File: config.mk
export PLATFORM = sky130hd
export DESIGN_NAME = qpsk_mapper
export DESIGN_NICKNAME = d
export VERILOG_FILES = /design/src/rtl/qpsk_mapper.sv
export SDC_FILE = /design/constraint.sdc
export NUM_CORES = 1
export LEC_CHECK = 0
export ABC_AREA = 1
export BUFFER_PORTS_ARGS = -buffer_cell sky130_fd_sc_hd__clkbuf_2
export CAP_MARGIN = 5
export CORE_AREA = 2 2 46 48
export DETAILED_ROUTE_END_ITERATION = 10
export DIE_AREA = 0 0 48 50
export PLACE_DENSITY = 0.89
export SLEW_MARGIN = 20
export SYNTH_ARGS = -nofsm -noshare
export SYNTH_HDL_FRONTEND = slang
export SYNTH_SLANG_ARGS = --single-unit
export TNS_END_PERCENT = 5
File: constraint.sdc
create_clock -name clk -period 2.9 [get_ports clk]
set_clock_uncertainty 0.2 [all_clocks]
set_input_delay 0.58 -clock clk [delete_from_list [all_inputs] [get_ports clk]]
set_output_delay 0.58 -clock clk [all_outputs]
set_load 0.005 [all_outputs]
File: src/rtl/qpsk_mapper.sv
// Gray-coded QPSK symbol mapper: each (bit1, bit2) pair becomes one signed
// fixed-point constellation point (re, im), registered with one cycle of latency.
module qpsk_mapper #(
  parameter int              WIDTH = 32,
  parameter int              FRAC  = 30,
  parameter logic [WIDTH-1:0] AMP  = WIDTH'(759250125)
) (
  input  logic             clk,
  input  logic             rst,
  input  logic             in_valid,
  input  logic             bit1,
  input  logic             bit2,
  output logic             out_valid,
  output logic [WIDTH-1:0] re,
  output logic [WIDTH-1:0] im
);

  // Negated magnitude is a constant, so the datapath reduces to a per-axis mux.
  localparam logic [WIDTH-1:0] NEG_AMP = ~AMP + WIDTH'(1);

  if (FRAC < 0 || FRAC >= WIDTH) begin : g_bad_frac
    $error("qpsk_mapper: FRAC must lie in [0, WIDTH-1]");
  end

  if (AMP == '0 || AMP[WIDTH-1]) begin : g_bad_amp
    $error("qpsk_mapper: AMP must satisfy 0 < AMP < 2^(WIDTH-1)");
  end

  logic             out_valid_q, out_valid_d;
  logic [WIDTH-1:0] re_q, re_d;
  logic [WIDTH-1:0] im_q, im_d;

  // Bits are only looked at on valid cycles, so idle-cycle X never reaches re/im.
  always_comb begin
    out_valid_d = in_valid;
    re_d        = re_q;
    im_d        = im_q;
    if (in_valid) begin
      re_d = bit1 ? NEG_AMP : AMP;
      im_d = bit2 ? NEG_AMP : AMP;
    end
  end

  always_ff @(posedge clk or posedge rst) begin
    if (rst) begin
      out_valid_q <= 1'b0;
      re_q        <= '0;
      im_q        <= '0;
    end else begin
      out_valid_q <= out_valid_d;
      re_q        <= re_d;
      im_q        <= im_d;
    end
  end

  assign out_valid = out_valid_q;
  assign re        = re_q;
  assign im        = im_q;

endmodule

==> flow_summary_export.csv, run 1 <==
group,metric,value,unit
floorplan,die-area,2400,µm²
clock_network,cts_sinks,6,
global_routing,grt-ovfl-total,0,
clock_network,clk_latency,0.23,ns
outcome,status,"finished clean",
floorplan,rows,16,
route,wirelength,933,µm
cells_and_area,areaGrowthSynthToFinish,-6.26,%
logic_synthesis,synthAdderAreaFrac,0,%
clock_network,cts_inserted_buffers,3,
logic_synthesis,synthCells,82,
logic_synthesis,synthMuxAreaShare,0,%
route,drt-pass1-iter-count,3,
logic_synthesis,ys_seq_area_share,22.8,%
cells_and_area,nFillCells,216,
floorplan,start_util,34.7,%
cells_and_area,nNetsFinal,102,
cells_and_area,fin_area,618,µm²
clock_network,htree_levels,1,
setup_path,crit_required,2.12,ns
setup_path,path_class,"flop to output pin",
global_routing,antenna_found_initial,0,
clock_network,ctsResizeCount,0,
logic_synthesis,synth.top_cell.area_share,67.2,%
sta,fin_crit_sh,62.9,%
logic_synthesis,synth_seq_cells,6,
logic_synthesis,synth-xor-area-share,0,%
logic_synthesis,yosys-top-cells-area,"buf_4 (67%), dfrtp_1 (23%), nand2_1 (6.8%)",
flow_run,maxCapViolCount,0,
floorplan,coreArea,1900,µm²
placement,placedCellCount,119,
cells_and_area,n_antenna_cell,0,
floorplan,die_w,48,µm
sta,timing.hold.ws,0.0212,ns
sta,min_period,1.82,ns
clock_network,cts_root_buf,"clkbuf_4",
route,drt.antenna.violating_nets,0,
placement,dpl_cell_area,596,µm²
route,drtIter0Drc,3,
setup_path,max_stage_delay,0.61,ns
setup_path,critPathArrivalTime,1.04,ns
global_routing,track_usage,7.64,%
placement,place_congestion,0.641,
logic_synthesis,synth_simple_gate_area_share,7.78,%
sta,setup_tns,0,ns
logic_synthesis,ys_types,6,
logic_synthesis,yosysWarningCount,0,
hold_path,min_path_type,"input port to asynchronous set/reset pin",
setup_path,worst-path-buf-inv,1,
pwr,peakVddDrop,0.000156,V
setup_path,path_max_fanout,18,
sta,rsz0062_at_grt,"false",
logic_synthesis,synth_fp_nets,87,
setup_path,path_cells,"clkbuf_2",
setup_path,slowest_stage,"dfrtp_1",
sta,setup_violations,0,
placement,hpwl,778,µm
logic_synthesis,synthesis.area,659,µm²
pwr,finalPower,0.000276,W
sta,max_slew_margin,70.6,%
global_routing,grt_max_degree,19,
sta,hold_violations,0,
route,drc,0,
logic_synthesis,synth_top_family_by_area,"buffers and inverters",
cells_and_area,final_cells,122,
sta,maxSlewViolCount,0,
logic_synthesis,syn_avg_cell_area,8.04,µm²
clock_network,cts_tree,"yes",
placement,port_buffers,69,
floorplan,fp.dieH,50,µm
pwr,leakage,0.430,nW
route,routedWlPerCell,7.65,µm
setup_path,end_kind,"output pin",
setup_path,startpoint_type,"flop",
global_routing,grt_pass1_wl,1310,µm
sta,tightest_slew,0.442,ns
route,vias,414,
clock_network,max-clock-path-buffers,2,
cells_and_area,drive_gt1_share,76.8,%
setup_path,cp_top_family,"flip-flops",
logic_synthesis,synth_area_leader_cell,"buf_4",
logic_synthesis,synth_compound_area_share,0,%
clock_network,cts_hold_buf,0,
clock_network,post_cts_buffers,0,
sta,max_freq,548,MHz
global_routing,grt_pass1_vias,267,
floorplan,io_pins,70,
pwr,power_density,447,nW/µm²
route,vias_per_cell,3.39,
clock_network,clk_pin_slew,0.05,ns
[area by class of cell]
class	count	area [µm²]	area share [%]
multi-input combinational	13	51.3	8.30
clock buffer	3	22.5	3.64
inverter	4	15.0	2.43
timing repair buffer	69	345	55.9
sequential	6	150	24.3
tap	27	33.8	5.47
[where the power goes]
| part | switching, W | internal, W | leakage [nW] |
|---|---|---|---|
| clock network | 0.0000279 | 0.0000467 | 0.0138 |
| logic | 0.0000418 | 0.0000522 | 0.347 |
| registers | 0.0000182 | 0.0000895 | 0.0691 |
| total | 0.0000879 | 0.000188 | 0.430 |
[registers in the layout, summed over array words and instances (netlist names)]
signal,flops
re,3
im,2
out_valid,1
[layer usage]
metal,part of all wire (%),vias to the layer above,GRT usage [%]
met4,0,0,4.05
met5,0,-,0
met1,36,166,9.42
met3,12,0,2.20
li1,-,213,-
met2,52,35,11.6
[final timing paths]
| kind | cells past startpoint | start | slack (ns) | endpoint |
|---|---|---|---|---|
| worst max-delay path | 1 | im[30] | 1.08 | im[23] |
| worst min-delay path | 2 | rst | 0.02 | re[0] |
| worst max register to register | 2 | im[30] | 1.87 | im[30] |
| worst min register to register | 1 | re[0] | 0.29 | re[0] |
| max in group asynchronous | 2 | rst | 2.29 | out_valid |
| min in group clk | 1 | re[0] | 0.29 | re[0] |
[cell usage after synthesis]
library cell / instances
buf_4: 59
inv_2: 1
nand2_1: 12
dfrtp_1: 6
or2_1: 1
inv_1: 3
[kinds of logic (layout without fill, tap and decap cells)]
logic type	count (synthesis)	after routing
buffers and inverters	63	76
DFF	6	6
and+or+nand+nor	13	13
[per-stage QoR]
stage / utilization, % / worst slack (ns)
after CTS: 32.5 / 1.05
after detailed placement: 31.3 / 1.32
after global routing: 32.5 / 0.916
final: 32.5 / 1.08
after floorplan: - / 1.36
after global placement: 31.3 / 1.34
[cell usage in the layout, fill, tap and decap left out]
| cell type | n |
|---|---|
| inv_2 | 1 |
| dfrtp_1 | 6 |
| clkbuf_4 | 3 |
| or2_1 | 1 |
| nand2_1 | 12 |
| clkbuf_2 | 69 |
| inv_1 | 3 |
(Power assumes the default switching activity.)
==> inputs of run 2 (changes only) <==
--- a/config.mk
+++ b/config.mk
@@ -8,10 +8,10 @@
 export ABC_AREA = 1
 export BUFFER_PORTS_ARGS = -buffer_cell sky130_fd_sc_hd__clkbuf_2
 export CAP_MARGIN = 5
-export CORE_AREA = 2 2 46 48
+export CORE_AREA = 2 2 50 52
 export DETAILED_ROUTE_END_ITERATION = 10
-export DIE_AREA = 0 0 48 50
-export PLACE_DENSITY = 0.89
+export DIE_AREA = 0 0 52 54
+export PLACE_DENSITY = 0.81
 export SLEW_MARGIN = 20
 export SYNTH_ARGS = -nofsm -noshare
 export SYNTH_HDL_FRONTEND = slang
==> constraint.sdc (replaced) <==
create_clock -name clk -period 1.59 [get_ports clk]
set_clock_uncertainty 0.2 [all_clocks]
set_input_delay 0.318 -clock clk [delete_from_list [all_inputs] [get_ports clk]]
set_output_delay 0.318 -clock clk [all_outputs]
set_load 0.005 [all_outputs]
==> run 2 against run 1 <==
  * Die area rose by 17%
  * Sequential power up 83%
  * Sequential cell count stayed put
  * Hold slack better by 0.061 ns
  * Sequential share of layout area rose by 0.070 points
  * Worst setup slack got worse by 0.91 ns
  * Critical path depth unchanged
  * Clock power grew 84%
  * Via count decreased by 6.5%
  * Combinational power grew 84%
  * Total power is 84% higher
  * Final cell count rose by 3.3%
==> flow_summary_export.csv, run 2 (synthesis results as in run 1) <==
group,metric,value,unit
route,routedWlPerCell,7.18,µm
setup_path,crit_required,1.07,ns
global_routing,antenna_found_initial,0,
placement,placedCellCount,122,
cells_and_area,n_antenna_cell,0,
setup_path,slowest_stage,"dfrtp_2",
sta,fin_crit_sh,89.5,%
floorplan,fp.dieH,54,µm
setup_path,worst-path-buf-inv,1,
floorplan,io_pins,70,
clock_network,cts_inserted_buffers,3,
cells_and_area,final_cell_mix,"clkbuf_2 (69), nand2_1 (12), dfrtp_2 (4)",
cells_and_area,final_common_cell,"clkbuf_2",
setup_path,critPathArrivalTime,0.90,ns
setup_path,path_cells,"clkbuf_2",
pwr,power_density,797,nW/µm²
global_routing,grt-ovfl-total,0,
route,vias_per_cell,3.07,
setup_path,end_kind,"output pin",
sta,min_period,1.42,ns
cells_and_area,nFillCells,271,
clock_network,cts_sinks,6,
floorplan,rows,18,
floorplan,coreArea,2320,µm²
global_routing,grt_max_degree,19,
placement,place_congestion,0.747,
clock_network,htree_levels,1,
clock_network,clk_latency,0.24,ns
sta,rsz0062_at_grt,"false",
setup_path,path_class,"flop to output pin",
clock_network,cts_root_buf,"clkbuf_4",
setup_path,max_stage_delay,0.50,ns
sta,maxSlewViolCount,0,
route,drt.antenna.violating_nets,0,
route,drtIter0Drc,1,
sta,setup_tns,0,ns
clock_network,max-clock-path-buffers,2,
cells_and_area,final_cells,126,
placement,post-place-ws,0.253,ns
cells_and_area,areaGrowthSynthToFinish,-3.42,%
floorplan,die-area,2810,µm²
route,vias,387,
pwr,leakage,0.430,nW
pwr,peakVddDrop,0.000348,V
placement,port_buffers,69,
global_routing,track_usage,5.32,%
setup_path,path_max_fanout,18,
placement,dpl_cell_area,599,µm²
global_routing,grt_pass1_wl,1040,µm
sta,hold_violations,0,
sta,max_slew_margin,83.6,%
setup_path,startpoint_type,"flop",
placement,hpwl,776,µm
sta,tightest_slew,0.245,ns
sta,setup_violations,0,
cells_and_area,largest_register_ffs,3,
route,drc,0,
sta,timing.hold.ws,0.0823,ns
global_routing,grt_pass1_vias,229,
cells_and_area,seq_area,155,µm²
cells_and_area,multi_input_area,51.3,µm²
outcome,status,"finished clean",
floorplan,start_util,28.4,%
sta,max_freq,703,MHz
floorplan,die_w,52,µm
route,drt-pass1-iter-count,2,
sta,timing.final.ws_setup,0.168,ns
clock_network,clk_pin_slew,0.04,ns
cells_and_area,drive_gt1_share,80.2,%
route,wirelength,905,µm
flow_run,maxCapViolCount,0,
cells_and_area,fin_area,637,µm²
hold_path,min_path_type,"input port to flop",
setup_path,cp_top_family,"flip-flops",
clock_network,cts_tree,"yes",
cells_and_area,nNetsFinal,103,
-- run 2: changes by cell type in the layout (fill, tap and decap cells not counted), sizes merged --
cell,delta
dlygate4sd3,+1
-- run 2: worst paths after layout --
check                            endpoint  cells past startpoint  slack [ns]  startpoint
worst max-delay path               re[25]                      1        0.17      re[30]
worst min-delay path            out_valid                      1        0.08    in_valid
worst max register to register     re[30]                      2        0.64      re[30]
worst min register to register      re[0]                      1        0.30       re[0]
max in group asynchronous          im[29]                      3        0.66         rst
min in group asynchronous          re[29]                      3        0.32         rst
-- run 2: power breakdown --
group | leakage, nW | internal [W] | switching [W]
Combinational | 0.352 | 0.0000970 | 0.0000761
Sequential | 0.0646 | 0.000165 | 0.0000323
Clock | 0.0138 | 0.0000852 | 0.0000516
Total | 0.430 | 0.000347 | 0.000160
-- run 2: area by class of cell --
type	instances	area share (%)
inverter	4	2.36
sequential	6	24.4
timing repair buffer	70	55.8
multi-input combinational	13	8.06
clock buffer	3	3.54
tap	30	5.89
-- run 2: repair_timing --
item	in CTS	in global routing
setup buffers	0	0
hold endpoints to repair	6	0
endpoints found under the setup margin	17	27
hold buffers	1	0
resized for setup	1	3
pin swaps	0	0
-- run 2: routing by layer --
| layer | vias up | wire length (µm) | track usage [%] |
|---|---|---|---|
| li1 | 211 | - | - |
| met3 | 0 | 82 | 1.67 |
| met5 | - | 0 | 0 |
| met4 | 0 | 0 | 5.26 |
| met2 | 21 | 498 | 7.17 |
| met1 | 155 | 324 | 6.51 |
-- run 2: through the flow --
| stage | power, W | util [%] |
|---|---|---|
| after floorplan | 0.000411 | - |
| after global placement | 0.000371 | 25.8 |
| after detailed placement | 0.000376 | 25.8 |
| after CTS | 0.000517 | 27.3 |
| after global routing | 0.000556 | 27.5 |
| final | 0.000507 | 27.5 |
==> inputs of run 3 (changes only) <==
--- a/config.mk
+++ b/config.mk
@@ -5,13 +5,12 @@
 export SDC_FILE = /design/constraint.sdc
 export NUM_CORES = 1
 export LEC_CHECK = 0
-export ABC_AREA = 1
 export BUFFER_PORTS_ARGS = -buffer_cell sky130_fd_sc_hd__clkbuf_2
 export CAP_MARGIN = 5
 export CORE_AREA = 2 2 50 52
 export DETAILED_ROUTE_END_ITERATION = 10
 export DIE_AREA = 0 0 52 54
-export PLACE_DENSITY = 0.81
+export PLACE_DENSITY = 0.8
 export SLEW_MARGIN = 20
 export SYNTH_ARGS = -nofsm -noshare
 export SYNTH_HDL_FRONTEND = slang
==> run 3 against run 2 <==
  * Wire length is 0.88% higher
  * Critical path depth stayed put
  * Count of clock-buffer cells in the layout stayed put
  * Largest power group unchanged
  * Highest routed layer unchanged
  * Critical path type unchanged
  * Largest cell class unchanged
  * Total power is 4.1% higher
==> flow_summary_export.csv, run 3 <==
group,metric,value,unit
route,drc,0,
clock_network,clk_latency,0.24,ns
setup_path,cp_top_family,"flip-flops",
logic_synthesis,yosysWarningCount,0,
logic_synthesis,ys_seq_area_share,23.2,%
sta,rsz0062_at_grt,"false",
floorplan,die-area,2810,µm²
clock_network,htree_levels,1,
global_routing,track_usage,5.15,%
floorplan,die_w,52,µm
sta,setup_violations,0,
setup_path,max_stage_delay,0.50,ns
hold_path,hold_end,"im[29]",
logic_synthesis,synth-xor-area-share,0,%
logic_synthesis,synth_fp_nets,78,
hold_path,hold_start,"bit2",
clock_network,cts_sinks,6,
sta,hold_violations,0,
global_routing,grt_pass1_vias,209,
route,vias,391,
placement,post-place-ws,0.259,ns
flow_run,maxCapViolCount,0,
clock_network,clk_pin_slew,0.04,ns
cells_and_area,final_cell_mix,"clkbuf_2 (69), dfrtp_2 (4), clkbuf_4 (3)",
floorplan,io_pins,70,
sta,timing.hold.ws,0.0639,ns
floorplan,fp.dieH,54,µm
setup_path,r2r_slack,0.50,ns
logic_synthesis,synthesis.area,648,µm²
setup_path,end_kind,"output pin",
route,drt.antenna.violating_nets,0,
setup_path,timing.rr.end,"im[30]",
placement,port_buffers,69,
cells_and_area,largest_register_ffs,3,
logic_synthesis,synth_simple_gate_area_share,1.54,%
logic_synthesis,syn_avg_cell_area,8.88,µm²
placement,placedCellCount,113,
logic_synthesis,synth_seq_cells,6,
clock_network,cts_root_buf,"clkbuf_4",
placement,place_congestion,0.595,
logic_synthesis,ys_types,8,
global_routing,antenna_found_initial,0,
cells_and_area,final_common_cell,"clkbuf_2",
sta,maxSlewViolCount,0,
logic_synthesis,synth_edf_count,0,
global_routing,grt_max_degree,19,
setup_path,path_max_fanout,18,
logic_synthesis,synthFlopType,"dfrtp_1",
pwr,power_density,844,nW/µm²
cells_and_area,fin_area,626,µm²
global_routing,grt_pass1_wl,979,µm
logic_synthesis,ys_async_sr_fraction,100,%
sta,setup_tns,0,ns
cells_and_area,nNetsFinal,94,
setup_path,timing.rr.start,"im[30]",
logic_synthesis,synthMuxAreaShare,5.02,%
hold_path,whs_path_depth,2,
floorplan,rows,18,
hold_path,min_path_type,"input port to flop",
route,vias_per_cell,3.34,
logic_synthesis,yosys-top-cells-area,"buf_4 (68%), dfrtp_1 (23%), mux2_2 (3.5%)",
logic_synthesis,synthAdderAreaFrac,0,%
setup_path,path_class,"flop to output pin",
setup_path,critPathArrivalTime,0.90,ns
logic_synthesis,synthCells,73,
logic_synthesis,synth_compound_area_share,0.772,%
placement,dpl_cell_area,588,µm²
sta,fin_crit_sh,89.4,%
sta,max_slew_margin,83.7,%
logic_synthesis,synth_area_leader_cell,"buf_4",
pwr,leakage,0.394,nW
setup_path,worst-path-stages,1,
setup_path,worst-path-buf-inv,1,
sta,max_freq,703,MHz
setup_path,crit_required,1.07,ns
placement,hpwl,736,µm
clock_network,post_cts_buffers,0,
sta,min_period,1.42,ns
pwr,peakVddDrop,0.000429,V
outcome,status,"finished clean",
cells_and_area,drive_gt1_share,90.8,%
setup_path,slowest_stage,"dfrtp_2",
cells_and_area,n_antenna_cell,0,
logic_synthesis,synth_commonest_cells,"buf_4 (59), dfrtp_1 (6), inv_1 (2), mux2_2 (2)",
route,drtIter0Drc,0,
route,routedWlPerCell,7.80,µm
sta,timing.final.ws_setup,0.168,ns
route,wirelength,913,µm
logic_synthesis,synth.top_cell.area_share,68.3,%
logic_synthesis,synth.most_common_cell,"buf_4",
setup_path,startpoint_type,"flop",
logic_synthesis,synth_top_family_by_area,"buffers and inverters",
cells_and_area,areaGrowthSynthToFinish,-3.47,%
global_routing,grt-ovfl-total,0,
setup_path,rr_worst_depth,1,
floorplan,coreArea,2320,µm²
clock_network,max-clock-path-buffers,2,
route,drt-pass1-iter-count,1,
cells_and_area,nFillCells,257,
sta,tightest_slew,0.244,ns
cells_and_area,final_cells,117,
clock_network,cts_tree,"yes",
setup_path,path_cells,"clkbuf_2",
floorplan,start_util,27.9,%
clock_network,cts_inserted_buffers,3,
## run 3: through the flow
step / utilization (%) / total power [W]
2_1_floorplan: - / 0.000436
3_3_place_gp: 25.4 / 0.000392
3_5_place_dp: 25.4 / 0.000396
4_1_cts: 26.8 / 0.000539
5_1_grt: 27.0 / 0.000580
6_report: 27.0 / 0.000528
## run 3: worst max path at each step
stage | startpoint | to | slack [ns]
final | im[30] | im[5] | 0.17
after global routing | re[30] | re[28] | 0.08
after CTS | re[30] | re[30] | 0.006
after detailed placement | im[30] | im[19] | 0.26
after global placement | im[30] | im[17] | 0.28
after floorplan | im[30] | im[14] | 0.32
## run 3: cell families (layout without fill, tap and decap cells)
| family | Yosys count | count (layout) |
|---|---|---|
| multiplexers | 3 | 3 |
| buffers and inverters | 61 | 75 |
| flip-flops | 6 | 6 |
| AO/OA/AOI/OAI | 1 | 1 |
| AND/OR/NAND/NOR | 2 | 2 |
## run 3: where the power goes
part | internal [W] | leakage (nW) | switching, W
Combinational | 0.000109 | 0.317 | 0.0000795
Clock | 0.0000852 | 0.0138 | 0.0000517
Sequential | 0.000166 | 0.0627 | 0.0000368
Total | 0.000360 | 0.394 | 0.000168
## run 3: repair_timing
| item | CTS | global route |
|---|---|---|
| cloned | 0 | 0 |
| hold buffers | 1 | 0 |
| endpoints found under the hold margin | 6 | 0 |
| gates resized for setup | 1 | 3 |
| setup endpoints to repair | 12 | 43 |
## run 3: final cells by class
type	instances	area [µm²]	share of cell area (%)
tap	30	37.5	6.00
sequential	6	155	24.8
timing repair buffer	70	355	56.8
multi-input combinational	6	47.5	7.60
clock buffer	3	22.5	3.60
inverter	2	7.51	1.20
## run 3: per-layer routing
metal | vias up | global-route usage [%] | share of wire [%]
li1 | 194 | - | -
met1 | 164 | 5.85 | 34
met2 | 33 | 7.17 | 49
met3 | 0 | 5.28 | 17
met4 | 0 | 0 | 0
met5 | - | 0 | 0
